**src/rtl/logic_unit_pkg.sv**
```systemverilog
`default_nettype none
// ============================================================================
//  Module      : logic_unit_pkg
//  Description : Shared types and the per-bit operator used by logic_unit.
//  Revision    : 1.0 - initial release
// ============================================================================
package logic_unit_pkg;

    // Operation select, bitwise over the operand width.
    typedef enum logic [2:0] {
        OP_AND   = 3'd0,
        OP_OR    = 3'd1,
        OP_XOR   = 3'd2,
        OP_NAND  = 3'd3,
        OP_NOR   = 3'd4,
        OP_XNOR  = 3'd5,
        OP_NOT_A = 3'd6,
        OP_NOT_B = 3'd7
    } op_e;

    typedef enum logic [0:0] {
        ELEMENTWISE = 1'b0,
        ACCUMULATE  = 1'b1
    } mode_e;

    // Packet framing state for accumulate mode.
    typedef enum logic [0:0] {
        IDLE = 1'b0,
        ACC  = 1'b1
    } fsm_e;

    // Result buffer depth; in_ready drops once this many results are held.
    localparam logic [1:0] c_OBUF_DEPTH = 2'd2;

    // Single-bit operator; callers replicate it across the vector width so
    // the function stays independent of WIDTH.
    function automatic logic apply_op(input op_e op, input logic a, input logic b);
        logic r;
        case (op)
            OP_AND:   r = a & b;
            OP_OR:    r = a | b;
            OP_XOR:   r = a ^ b;
            OP_NAND:  r = ~(a & b);
            OP_NOR:   r = ~(a | b);
            OP_XNOR:  r = ~(a ^ b);
            OP_NOT_A: r = ~a;
            OP_NOT_B: r = ~b;
            default:  r = a & b;
        endcase
        return r;
    endfunction

endpackage
`default_nettype wire

```
**src/rtl/logic_unit_obuf.sv**
```systemverilog
`default_nettype none
// ============================================================================
//  Module      : logic_unit_obuf
//  Description : 2-entry valid/ready FIFO holding results plus their flags.
//                Owns the occupancy count and a registered push-side ready.
//  Revision    : 1.0 - initial release
// ============================================================================
module logic_unit_obuf
    import logic_unit_pkg::*;
#(
    parameter int DATA_W = 11
) (
    input  logic              clk,
    input  logic              rst_n,
    input  logic              i_push_valid,
    output logic              o_push_ready,
    input  logic [DATA_W-1:0] i_push_data,
    output logic              o_pop_valid,
    input  logic              i_pop_ready,
    output logic [DATA_W-1:0] o_pop_data
);

    logic [DATA_W-1:0] r_head;
    logic [DATA_W-1:0] r_tail;
    logic [1:0]        r_count;
    logic              r_ready;

    logic              w_push;
    logic              w_pop;
    logic [1:0]        w_count_nxt;

    assign w_push = i_push_valid && r_ready;
    assign w_pop  = (r_count != 2'd0) && i_pop_ready;

    // Next occupancy; a push and pop in the same cycle cancel out.
    always_comb begin
        w_count_nxt = r_count;
        if (w_push && !w_pop) begin
            w_count_nxt = r_count + 2'd1;
        end else if (!w_push && w_pop) begin
            w_count_nxt = r_count - 2'd1;
        end
    end

    // Storage as head/tail registers: the head is always the visible entry.
    always_ff @(posedge clk) begin
        if (!rst_n) begin
            r_head  <= '0;
            r_tail  <= '0;
            r_count <= 2'd0;
            r_ready <= 1'b1;
        end else begin
            r_count <= w_count_nxt;
            r_ready <= (w_count_nxt < c_OBUF_DEPTH);
            case ({w_push, w_pop})
                2'b10: begin
                    if (r_count == 2'd0) begin
                        r_head <= i_push_data;
                    end else begin
                        r_tail <= i_push_data;
                    end
                end
                2'b01: begin
                    r_head <= r_tail;
                end
                2'b11: begin
                    // Push is only possible below full, so count is 1 here:
                    // the new entry replaces the departing head directly.
                    if (r_count == 2'd1) begin
                        r_head <= i_push_data;
                    end else begin
                        r_head <= r_tail;
                        r_tail <= i_push_data;
                    end
                end
                default: begin
                end
            endcase
        end
    end

    assign o_push_ready = r_ready;
    assign o_pop_valid  = (r_count != 2'd0);
    assign o_pop_data   = r_head;

endmodule
`default_nettype wire

```
**src/rtl/logic_unit.sv**
```systemverilog
`default_nettype none
// ============================================================================
//  Module      : logic_unit
//  Description : Registered bitwise logic unit with elementwise and
//                accumulate (fold) modes, reduction flags and a 2-entry
//                result buffer on valid/ready streams.
//  Revision    : 1.0 - initial release
// ============================================================================
module logic_unit
    import logic_unit_pkg::*;
#(
    parameter int WIDTH = 8
) (
    input  logic             clk,
    input  logic             rst_n,
    input  logic             in_valid,
    output logic             in_ready,
    input  logic [WIDTH-1:0] in_a,
    input  logic [WIDTH-1:0] in_b,
    input  logic [2:0]       in_op,
    input  logic             in_mode,
    input  logic             in_first,
    input  logic             in_last,
    output logic             out_valid,
    input  logic             out_ready,
    output logic [WIDTH-1:0] out_data,
    output logic             out_red_and,
    output logic             out_red_or,
    output logic             out_red_xor,
    output logic             err
);

    fsm_e             r_state;
    logic [WIDTH-1:0] r_acc;
    op_e              r_op;
    logic             r_err;

    op_e              w_in_op;
    mode_e            w_in_mode;
    logic             w_fire;
    logic             w_acc_beat;
    logic             w_start;
    logic             w_frame_err;
    logic             w_push;
    logic [WIDTH-1:0] w_push_data;
    logic [WIDTH-1:0] w_elem_res;
    logic [WIDTH-1:0] w_acc_res;
    logic [WIDTH+2:0] w_obuf_in;
    logic [WIDTH+2:0] w_obuf_out;

    assign w_in_op   = op_e'(in_op);
    assign w_in_mode = mode_e'(in_mode);
    assign w_fire    = in_valid && in_ready;

    // Elementwise result uses the live op; the fold uses the packet's op.
    for (genvar i = 0; i < WIDTH; i++) begin : g_bits
        assign w_elem_res[i] = apply_op(w_in_op, in_a[i], in_b[i]);
        assign w_acc_res[i]  = apply_op(r_op, r_acc[i], in_a[i]);
    end

    // Beat classification: what to push and whether this beat opens a packet.
    always_comb begin
        w_acc_beat  = 1'b0;
        w_start     = 1'b0;
        w_frame_err = 1'b0;
        w_push      = 1'b0;
        w_push_data = w_elem_res;
        if (w_fire) begin
            if (r_state == IDLE) begin
                if (w_in_mode == ELEMENTWISE) begin
                    w_push      = 1'b1;
                    w_push_data = w_elem_res;
                end else begin
                    // Missing in_first is flagged but the beat still opens.
                    w_acc_beat  = 1'b1;
                    w_start     = 1'b1;
                    w_frame_err = !in_first;
                    w_push      = in_last;
                    w_push_data = in_a;
                end
            end else begin
                // Inside a packet every beat folds; in_first restarts it.
                w_acc_beat = 1'b1;
                w_push     = in_last;
                if (in_first) begin
                    w_start     = 1'b1;
                    w_frame_err = 1'b1;
                    w_push_data = in_a;
                end else begin
                    w_push_data = w_acc_res;
                end
            end
        end
    end

    // Packet state, accumulator, latched op and sticky framing error.
    always_ff @(posedge clk) begin
        if (!rst_n) begin
            r_state <= IDLE;
            r_acc   <= '0;
            r_op    <= OP_AND;
            r_err   <= 1'b0;
        end else begin
            if (w_acc_beat) begin
                if (w_start) begin
                    r_acc <= in_a;
                    r_op  <= w_in_op;
                end else begin
                    r_acc <= w_acc_res;
                end
                r_state <= in_last ? IDLE : ACC;
            end
            if (w_frame_err) begin
                r_err <= 1'b1;
            end
        end
    end

    // Flags are captured with the data so they stay aligned through the FIFO.
    assign w_obuf_in = {^w_push_data, |w_push_data, &w_push_data, w_push_data};

    logic_unit_obuf #(
        .DATA_W (WIDTH + 3)
    ) u_obuf (
        .clk          (clk),
        .rst_n        (rst_n),
        .i_push_valid (w_push),
        .o_push_ready (in_ready),
        .i_push_data  (w_obuf_in),
        .o_pop_valid  (out_valid),
        .i_pop_ready  (out_ready),
        .o_pop_data   (w_obuf_out)
    );

    assign out_data    = w_obuf_out[WIDTH-1:0];
    assign out_red_and = w_obuf_out[WIDTH];
    assign out_red_or  = w_obuf_out[WIDTH+1];
    assign out_red_xor = w_obuf_out[WIDTH+2];
    assign err         = r_err;

endmodule
`default_nettype wire

```
**config.mk**
```make
export PLATFORM = sky130hd
export DESIGN_NAME = logic_unit
export DESIGN_NICKNAME = d
export VERILOG_FILES = /design/src/rtl/logic_unit_pkg.sv /design/src/rtl/logic_unit_obuf.sv /design/src/rtl/logic_unit.sv
export SDC_FILE = /design/constraint.sdc
export NUM_CORES = 1
export LEC_CHECK = 0
export BUFFER_PORTS_ARGS = -buffer_cell sky130_fd_sc_hd__buf_2
export CAP_MARGIN = 20
export CORE_ASPECT_RATIO = 1.2
export CORE_MARGIN = 2
export CORE_UTILIZATION = 60
export CTS_CLUSTER_DIAMETER = 150
export DETAILED_ROUTE_END_ITERATION = 10
export PLACE_DENSITY = 0.82
export SLEW_MARGIN = 5
export SYNTH_ARGS = -nofsm -noshare
export SYNTH_HDL_FRONTEND = slang
export SYNTH_SLANG_ARGS = --single-unit
```
**constraint.sdc**
```tcl
create_clock -name clk -period 3.92 [get_ports clk]
set_input_delay 0.392 -clock clk [delete_from_list [all_inputs] [get_ports clk]]
set_output_delay 0.392 -clock clk [all_outputs]
set_load 0.02 [all_outputs]
```
== Word-level counts from Yosys, hierarchy flattened ==
Cells that the tools add are included.
Operators by class
  add/sub/neg operators: 2
  multiply operators: 0
  divide/modulo/power cells: 0
  order comparisons: 1
  equal/unequal tests: 21
  shift operators: 0
  multiplexer cells: 42
  bitwise operators: 120
  reduce and logical (&&, ||, !) cells: 20
Operators by type and width (count)
  $pmux 1 s8: 16
  $not 1->1: 72
  $mux 11: 4
  $mux 8: 5
  $pmux 11 s3: 1
  $eq 3x3->1 const B: 8
  $pmux 11 s2: 1
  $and 1x1->1: 16
  $or 1x1->1: 16
  $xor 1x1->1: 16
  $mux 1: 13
  $eq 3x2->1 const B: 4
  $reduce_and 8->1: 1
  $reduce_or 8->1: 1
  $reduce_xor 8->1: 1
  $eq 3x1->1 const B: 2
  $logic_not 3->1: 2
  $logic_and 1x1->1: 5
  $eq 2x1->1 const B: 2
  $eq 2x2->1 const B: 2
  $mux 2: 2
  $ne 2x2->1 const B: 2
  $reduce_and 2->1: 2
  $reduce_bool 2->1: 2
  other kinds (8): 10
Storage, ports and cells
  register bits after elaboration: 38
  bits in latches: 0
  bits in writable memories: 0
  memory bits (read-only): 0
  bits of input ports: 26
  output and inout bits: 14
  word-level logic and storage cells: 214
  memories kept: 0

== Longest topological paths before layout ==
Gate-level depths: netlist of the first run.
  depth after elaboration: 9
  mapped depth: 12
  mapped depth without buffers: 12

== Cells and area by module ==
A second synthesis of the first run with hierarchy kept.
Second synthesis, totals
  cells, all modules: 442
  area total of the unflattened synthesis: 3643.5 um2
By module, submodules not included
  logic_unit: times used 1, cells an instance 317, area an instance 2467.4 um2
  logic_unit_obuf: times used 1, cells an instance 125, area an instance 1176.1 um2

== Worst setup path before layout of the first run ==
No wires, ideal clock.
  kind: input -> register
  start point: input in_a[1]
  end point: register u_obuf.r_head[10], in the netlist u_obuf.o_pop_data[10]
  data arrival time: 2.508 ns
  slack: 1.289 ns
  stages on the path: 12
  cells stage by stage: inv_1 -> ha_1 -> inv_1 -> mux4_2 -> a211oi_2 -> o221ai_2 -> inv_2 -> ha_1 -> xor2_1 -> xnor2_1 -> a221oi_1 -> nor3_1
On the way
  word-level cells in the longest chain between the ends: 9
  elaborated cells on any way between the ends: 23
  classes of those cells: mux (9); bitwise (13); reduce/logical (1)
RTL lines
  start, declared: RTL line logic_unit.sv:18  | input logic [WIDTH-1:0] in_a,
  $xor 1x1->1 (tied with other cells): RTL line logic_unit_pkg.sv:42, logic_unit_pkg.sv:45
  $not 1->1, on equally long branches: RTL line logic_unit_pkg.sv:45, logic_unit_pkg.sv:43, logic_unit_pkg.sv:44
  $pmux 1 s8: RTL line logic_unit_pkg.sv:39  | case (op)
  $mux 8, on equally long branches: RTL line logic_unit.sv:70, logic_unit.sv:85
  $mux 8: RTL line logic_unit.sv:69  | if (r_state == IDLE) begin
  $mux 8 *: RTL line logic_unit.sv:68  | if (w_fire) begin
  via u_obuf.i_push_data[1]: RTL line logic_unit_obuf.sv:17  | input logic [DATA_W-1:0] i_push_data,
  $reduce_xor 8->1 *: RTL line logic_unit.sv:120  | assign w_obuf_in = {^w_push_data, |w_push_data, &w_push_data, w_push_data};
  $mux 11, on equally long branches: RTL line logic_unit_obuf.sv:69, logic_unit_obuf.sv:57
  $pmux 11 s3 *: RTL line logic_unit_obuf.sv:55  | case ({w_push, w_pop})
  end signal, assigned: RTL line logic_unit_obuf.sv:58  | r_head <= i_push_data;
  end signal, assigned: RTL line logic_unit_obuf.sv:70  | r_head <= i_push_data;
  end signal, assigned: RTL line logic_unit_obuf.sv:72  | r_head <= r_tail;
  end, declared: RTL line logic_unit_obuf.sv:23  | logic [DATA_W-1:0] r_head;
Mark *: on every way through the listed nets, which the timed path passes. The rest lies on a longest branch. The select of a mux whose other input is x is not followed.
A chain may end at the register's enable or synchronous reset.

== Worst setup path in the final report of the first run ==
  start point: register r_op[1]
  end point: register u_obuf.r_head[10], in the netlist u_obuf.o_pop_data[10]
On the way
  word-level cells in the longest chain between the ends: 8
  elaborated cells on any way between the ends: 23
  classes of those cells: eq/ne (7); mux (14); reduce/logical (2)
RTL lines
  start, declared: RTL line logic_unit.sv:35  | op_e r_op;
  start signal, assigned: RTL line logic_unit.sv:107  | r_op <= w_in_op;
  $eq 3x3->1 (tied with other cells): RTL line logic_unit_pkg.sv:39
  $pmux 1 s8: RTL line logic_unit_pkg.sv:39
  $mux 8 *: RTL line logic_unit.sv:85  | if (in_first) begin
  $mux 8 *: RTL line logic_unit.sv:69
  $mux 8 *: RTL line logic_unit.sv:68
  $reduce_xor 8->1 *: RTL line logic_unit.sv:120
  $mux 11, on equally long branches: RTL line logic_unit_obuf.sv:69, logic_unit_obuf.sv:57
  $pmux 11 s3 *: RTL line logic_unit_obuf.sv:55
Every way passes the cells marked *; elsewhere a longest branch is shown, timed or not. The select of a mux whose other input is x is not followed.

==> results of run 1 <==
[synth_stat cells (3+ instances only)]
| cell | n |
|---|---|
| nand2b_1 | 8 |
| a211oi_1 | 10 |
| buf_2 | 12 |
| o221ai_1 | 7 |
| a221o_1 | 4 |
| a21oi_1 | 30 |
| buf_6 | 3 |
| ha_1 | 44 |
| o21ai_0 | 37 |
| inv_1 | 49 |
| nor3_1 | 5 |
| a31oi_1 | 5 |
| clkbuf_1 | 6 |
| a221oi_1 | 7 |
| mux4_2 | 6 |
| a311oi_1 | 5 |
| a222oi_1 | 3 |
| o21a_1 | 3 |
| mux2i_1 | 17 |
| o22ai_1 | 5 |
| and2_1 | 5 |
| o221ai_2 | 3 |
| nor2_1 | 37 |
| buf_4 | 3 |
| nand2_1 | 23 |
| dfxtp_1 | 38 |
| nor2b_1 | 8 |
[per-layer routing]
layer | part of all wire (%) | up-vias
met1 | 39 | 1576
met4 | 3.1 | 0
met5 | 0 | -
met2 | 52 | 151
li1 | - | 1599
met3 | 5.4 | 30
[final timing paths]
path	startpoint	end	cells past startpoint	slack [ns]
worst max-delay path	r_op[1]	u_obuf.o_pop_data[10]	9	0.44
worst min-delay path	in_a[5]	r_acc[5]	3	0.47
worst max register to register	r_op[1]	u_obuf.o_pop_data[10]	9	0.44
worst min register to register	u_obuf.r_tail[1]	u_obuf.r_tail[1]	2	0.47
[kinds of logic (layout without fill, tap and decap cells)]
logic type      after synthesis  after routing
simple gates                104            104
mux                          24             24
fa+ha+maj                    44             44
xor+xnor                      3              3
buf+inv                      76            104
compound gates              140            140
flops                        38             38
[worst max-delay path, stage by stage, from the launching register on]
cell and delay [ns]:
dfxtp_1 0.96, or2b_2 0.27, o221ai_2 0.10, a221o_1 0.35, a222oi_1 0.61, ha_1 0.37, xnor2_1 0.20, xnor2_1 0.11
a221oi_1 0.29, nor3_1 0.07
[sequential cells by signal, summed over array words and instances (netlist names)]
signal / flops
u_obuf.o_push_ready: 1
u_obuf.r_tail: 11
err: 1
r_op: 3
r_state: 1
u_obuf.o_pop_data: 11
r_acc: 8
u_obuf.r_count: 2
[area by class of cell]
cell class	count	area share, %
multi-input cells	315	63.6
flip-flops and latches	38	20.3
repair buffers	45	6.40
inverters	51	5.10
clock buffers	6	2.20
well taps	64	2.13
clock inverters	2	0.333
[per-stage QoR]
| stage | hold WS (ns) | utilization [%] | cell area, sq um | cells |
|---|---|---|---|---|
| 2_1_floorplan | 0.436 | - | 3480 | 429 |
| 4_1_cts | 0.456 | 66.6 | 3750 | 520 |
| 3_3_place_gp | 0.446 | 64.9 | 3650 | 512 |
| 5_1_grt | 0.473 | 66.7 | 3750 | 521 |
| 6_report | 0.468 | 66.7 | 3750 | 521 |
| 3_5_place_dp | 0.463 | 64.9 | 3650 | 512 |
[report_power, final]
group	internal, mW	switching, mW	leakage [nW]
sequential	0.440	0.0373	0.312
clock	0.141	0.145	0.0472
combinational	0.218	0.331	1.30
total	0.799	0.514	1.66
==> impl_metrics.yaml, run 1 <==
timing:
  max_slew_margin_pct: 35.4
  drv_slew: 0
  worst_pin_slew_ns: 0.968
  hold_viol_final: 0
  skew_ns: 0.00432
  setup_viol: 0
  fin_crit_sh_pct: 88.7
  rsz0062_at_grt: "no"
  timing.fmax_mhz: 288
  timing.final.ws_setup_ns: 0.444
  period_minus_slack_ns: 3.48
  finalSetupTns_ns: 0
die:
  num_io_pins: 40
  core_sq_mm: 0.00563
  start_util_pct: 61.9
  die_y_microns: 87.5
  rows: 30
  die_area_sq_mm: 0.00643
  die_w_microns: 73.6
clocking:
  cts.clk_slew.worst_paths_ns: 0.08
  cts_tree: "built"
  cts_setup_buffers: 0
  cts_buffer_depth: 2
  root_buffer: "clkbuf_8"
  clock-sinks: 38
  htreeDepth: 2
  postCtsHoldBufs: 0
  numCtsBuffers: 5
  clk_latency_ns: 0.29
  cts_resized: 0
grt:
  grt_overflow: 0
  grt_antenna_before_repair: 0
  use_met1_pct: 33.2
  busiest_layer: "met2"
  met2_usage_pct: 50.5
  use_met3_pct: 3.24
  grt_max_degree: 31
  grt_pass1_wl_mm: 14.4
  grt_usage_pct: 28.2
  grt_pass1_vias: 3105
synthesis:
  synth-simple-area-share_pct: 15.0
  ys_seq_area_share_pct: 21.8
  syn_area_per_cell_sq_um: 8.12
  yosysTopAreaCell: "dfxtp_1"
  synth_edf_count: 0
  ys_warn_count: 0
  ys.flop_type: "dfxtp_1"
  synth_top_family_by_area: "compound AO/OA/AOI/OAI gates"
  synthesis.nets: 499
  synth.area.top_cells: "dfxtp_1 22%, ha_1 16%, o21ai_0 5.3%"
  syn_inst: 429
  synthMuxAreaShare_pct: 9.09
  async_reset_ff_share_pct: 0
  yosysTopAreaCellShare_pct: 21.8
  ys_ff_latch: 38
  synth_cell_types: 60
  synthXorXnorAreaFrac_pct: 0.754
  synth-compound-area-share_pct: 27.9
  synth_area_sq_mm: 0.00348
  synthAdderAreaFrac_pct: 15.8
routing:
  wl_mm: 8.95
  drt_pass1_iterations: 6
  wl_per_cell_microns: 17.2
  drt_iter0_drc: 172
  viasPerCell: 6.44
  antenna_left: 0
  remaining_drc_errors: 0
  vias: 3356
finish:
  nFillCells: 478
  drive_gt1_share_pct: 16.6
  final_common_cell: "inv_1"
  final_cell_mix: "49 x inv_1, 44 x ha_1, 39 x buf_2"
  area_growth_pct: 7.79
  seq_area_sq_um: 761
  multiInputGateArea_sq_mm: 0.00239
  antenna_cells: 0
  nets: 526
run:
  drv_cap: 0
placement:
  pre_cts_ws_ns: 0.615
  io_buffers: 39
  gp_congestion: 0.980
  hpwl_mm: 6.70
setup_path:
  crit_fanout: 30
  criticalPathCategory: "register to register"
  cp-start-kind: "register"
  crit_arrival_ns: 3.64
  endpoint_kind: "register"
  cp.required_ns: 4.09
power:
  p_per_area_mw_per_mm2: 350
  p_total_mw: 1.31
  ir_drop_mv: 0.193
  leakage_nw: 1.66
hold_path:
  hold_class: "input pin to register"
run_status:
  status: "complete, no violations"
(Power assumes the default switching activity.)
==> run 2, diff against run 1 <==
CORE_UTILIZATION = 35   (was 60)
PLACE_DENSITY = unset   (was 0.82)
==> run 2 against run 1 <==
Setup slack better by 0.074 ns. Die area grew 67%. Non-clock buffer count is 1 higher. Worst hold slack lost 0.010 ns. Sequential power grew 0.8%. Sequential cell count is the same. Clock skew increased by 0.0022 ns. Sequential share of layout area fell by 0.63 points. Maximum frequency increased by 2.2%. Via count decreased by 3.6%. Register-to-register slack better by 0.07 ns.
==> impl_metrics.yaml, run 2 (same netlist as run 1, synthesis figures left out) <==
die:
  rows: 39
  start_util_pct: 36.2
  num_io_pins: 40
  die_w_microns: 95.1
  die_y_microns: 113
  core_sq_mm: 0.00961
  die_area_sq_mm: 0.0108
setup_path:
  rr_startpoint: "r_op[1]"
  crit_arrival_ns: 3.55
  crit_path_end: "u_obuf.o_pop_data[10]"
  startpoint: "r_op[1]"
  cp-start-kind: "register"
  reg2reg_slack_ns: 0.52
  criticalPathCategory: "register to register"
  r2r_cells: 10
  crit_fanout: 30
  worstReg2RegEnd: "u_obuf.o_pop_data[10]"
  endpoint_kind: "register"
  cp.required_ns: 4.07
finish:
  nets: 527
  drive_gt1_share_pct: 16.6
  nFillCells: 950
  finalNonFillerCells: 580
  final_cell_mix: "49 x inv_1, 44 x ha_1, 39 x buf_2"
  final_common_cell: "inv_1"
  antenna_cells: 0
  area_growth_pct: 11.3
routing:
  remaining_drc_errors: 0
  drt_pass1_iterations: 4
  drt_iter0_drc: 317
  viasPerCell: 5.58
  antenna_left: 0
  wl_mm: 9.13
  wl_per_cell_microns: 15.7
  vias: 3235
placement:
  hpwl_mm: 6.81
  place_inst: 573
  pre_cts_ws_ns: 0.556
  io_buffers: 39
  gp_congestion: 0.883
timing:
  timing.fmax_mhz: 294
  fin_crit_sh_pct: 86.8
  hold_viol_final: 0
  timing.final.ws_setup_ns: 0.518
  rsz0062_at_grt: "no"
  period_minus_slack_ns: 3.40
  setup_viol: 0
  max_slew_margin_pct: 35.2
  skew_ns: 0.00656
  drv_slew: 0
  finalSetupTns_ns: 0
  worst_pin_slew_ns: 0.971
clocking:
  cts_resized: 0
  clock-sinks: 38
  cts_buffer_depth: 2
  cts_setup_buffers: 0
  root_buffer: "clkbuf_16"
  cts.clk_slew.worst_paths_ns: 0.06
  clk_latency_ns: 0.28
  postCtsHoldBufs: 0
  numCtsBuffers: 5
  htreeDepth: 2
  cts_tree: "built"
power:
  p_per_area_mw_per_mm2: 365
  leakage_nw: 1.69
  ir_drop_mv: 0.159
run:
  drv_cap: 0
hold_path:
  hold_class: "input pin to register"
run_status:
  status: "complete, no violations"
grt:
  grt_pass1_vias: 3035
  grt_pass1_wl_mm: 15.3
  grt_max_degree: 31
  grt_antenna_before_repair: 0
  grt_usage_pct: 17.8
  grt_overflow: 0
==> run 2: critical path: stages (launching register included) <==
cell and delay, ns:
dfxtp_1 0.96, inv_1 0.30, mux4_2 0.30, mux2i_1 0.09
a221oi_1 0.51, inv_1 0.10, ha_1 0.30, xor2_1 0.17
xnor2_1 0.14, a221oi_1 0.31, nor3_1 0.07
==> run 2: final cells by class <==
type,instances,area (sq um),share of cell area (%)
Clock inverter,2,10.0,0.258
Timing Repair Buffer,46,248,6.39
Sequential cell,38,761,19.6
Multi-Input combinational cell,315,2390,61.6
Tap cell,123,154,3.97
Inverter,51,191,4.94
Clock buffer,5,125,3.23
==> run 2: how the worst min path moves through the flow <==
stage	slack, ns	depth (start not counted)	start	end
6_report	0.46	3	in_a[4]	r_acc[4]
3_5_place_dp	0.45	2	u_obuf.r_tail[1]	u_obuf.r_tail[1]
2_1_floorplan	0.44	2	u_obuf.r_tail[1]	u_obuf.r_tail[1]
4_1_cts	0.46	3	in_a[4]	r_acc[4]
5_1_grt	0.49	2	u_obuf.r_tail[1]	u_obuf.r_tail[1]
3_3_place_gp	0.45	2	u_obuf.r_tail[1]	u_obuf.r_tail[1]
==> run 2: per-stage QoR <==
| step | instance area [sq um] | hold WS, ns | power (mW) | utilization, % |
|---|---|---|---|---|
| CTS | 3880 | 0.461 | 1.42 | 40.3 |
| global placement | 3740 | 0.445 | 1.02 | 38.9 |
| floorplan | 3480 | 0.436 | 0.883 | - |
| finish | 3880 | 0.458 | 1.41 | 40.3 |
| detailed placement | 3740 | 0.453 | 1.03 | 38.9 |
| global route | 3880 | 0.489 | 1.51 | 40.3 |
==> run 2: report_power, final <==
part	switching, mW	total [mW]	internal, mW
registers	0.0404	0.481	0.440
logic	0.325	0.545	0.219
clock network	0.159	0.389	0.230
total	0.525	1.41	0.889
==> run 2: metal layers <==
metal / vias to the layer above / global-route usage (%) / wire length (microns)
met5: - / 0 / 0
met4: 0 / 5.31 / 127
met3: 10 / 2.06 / 445
met2: 80 / 28.4 / 4320
met1: 1547 / 25.1 / 4230
li1: 1598 / - / -
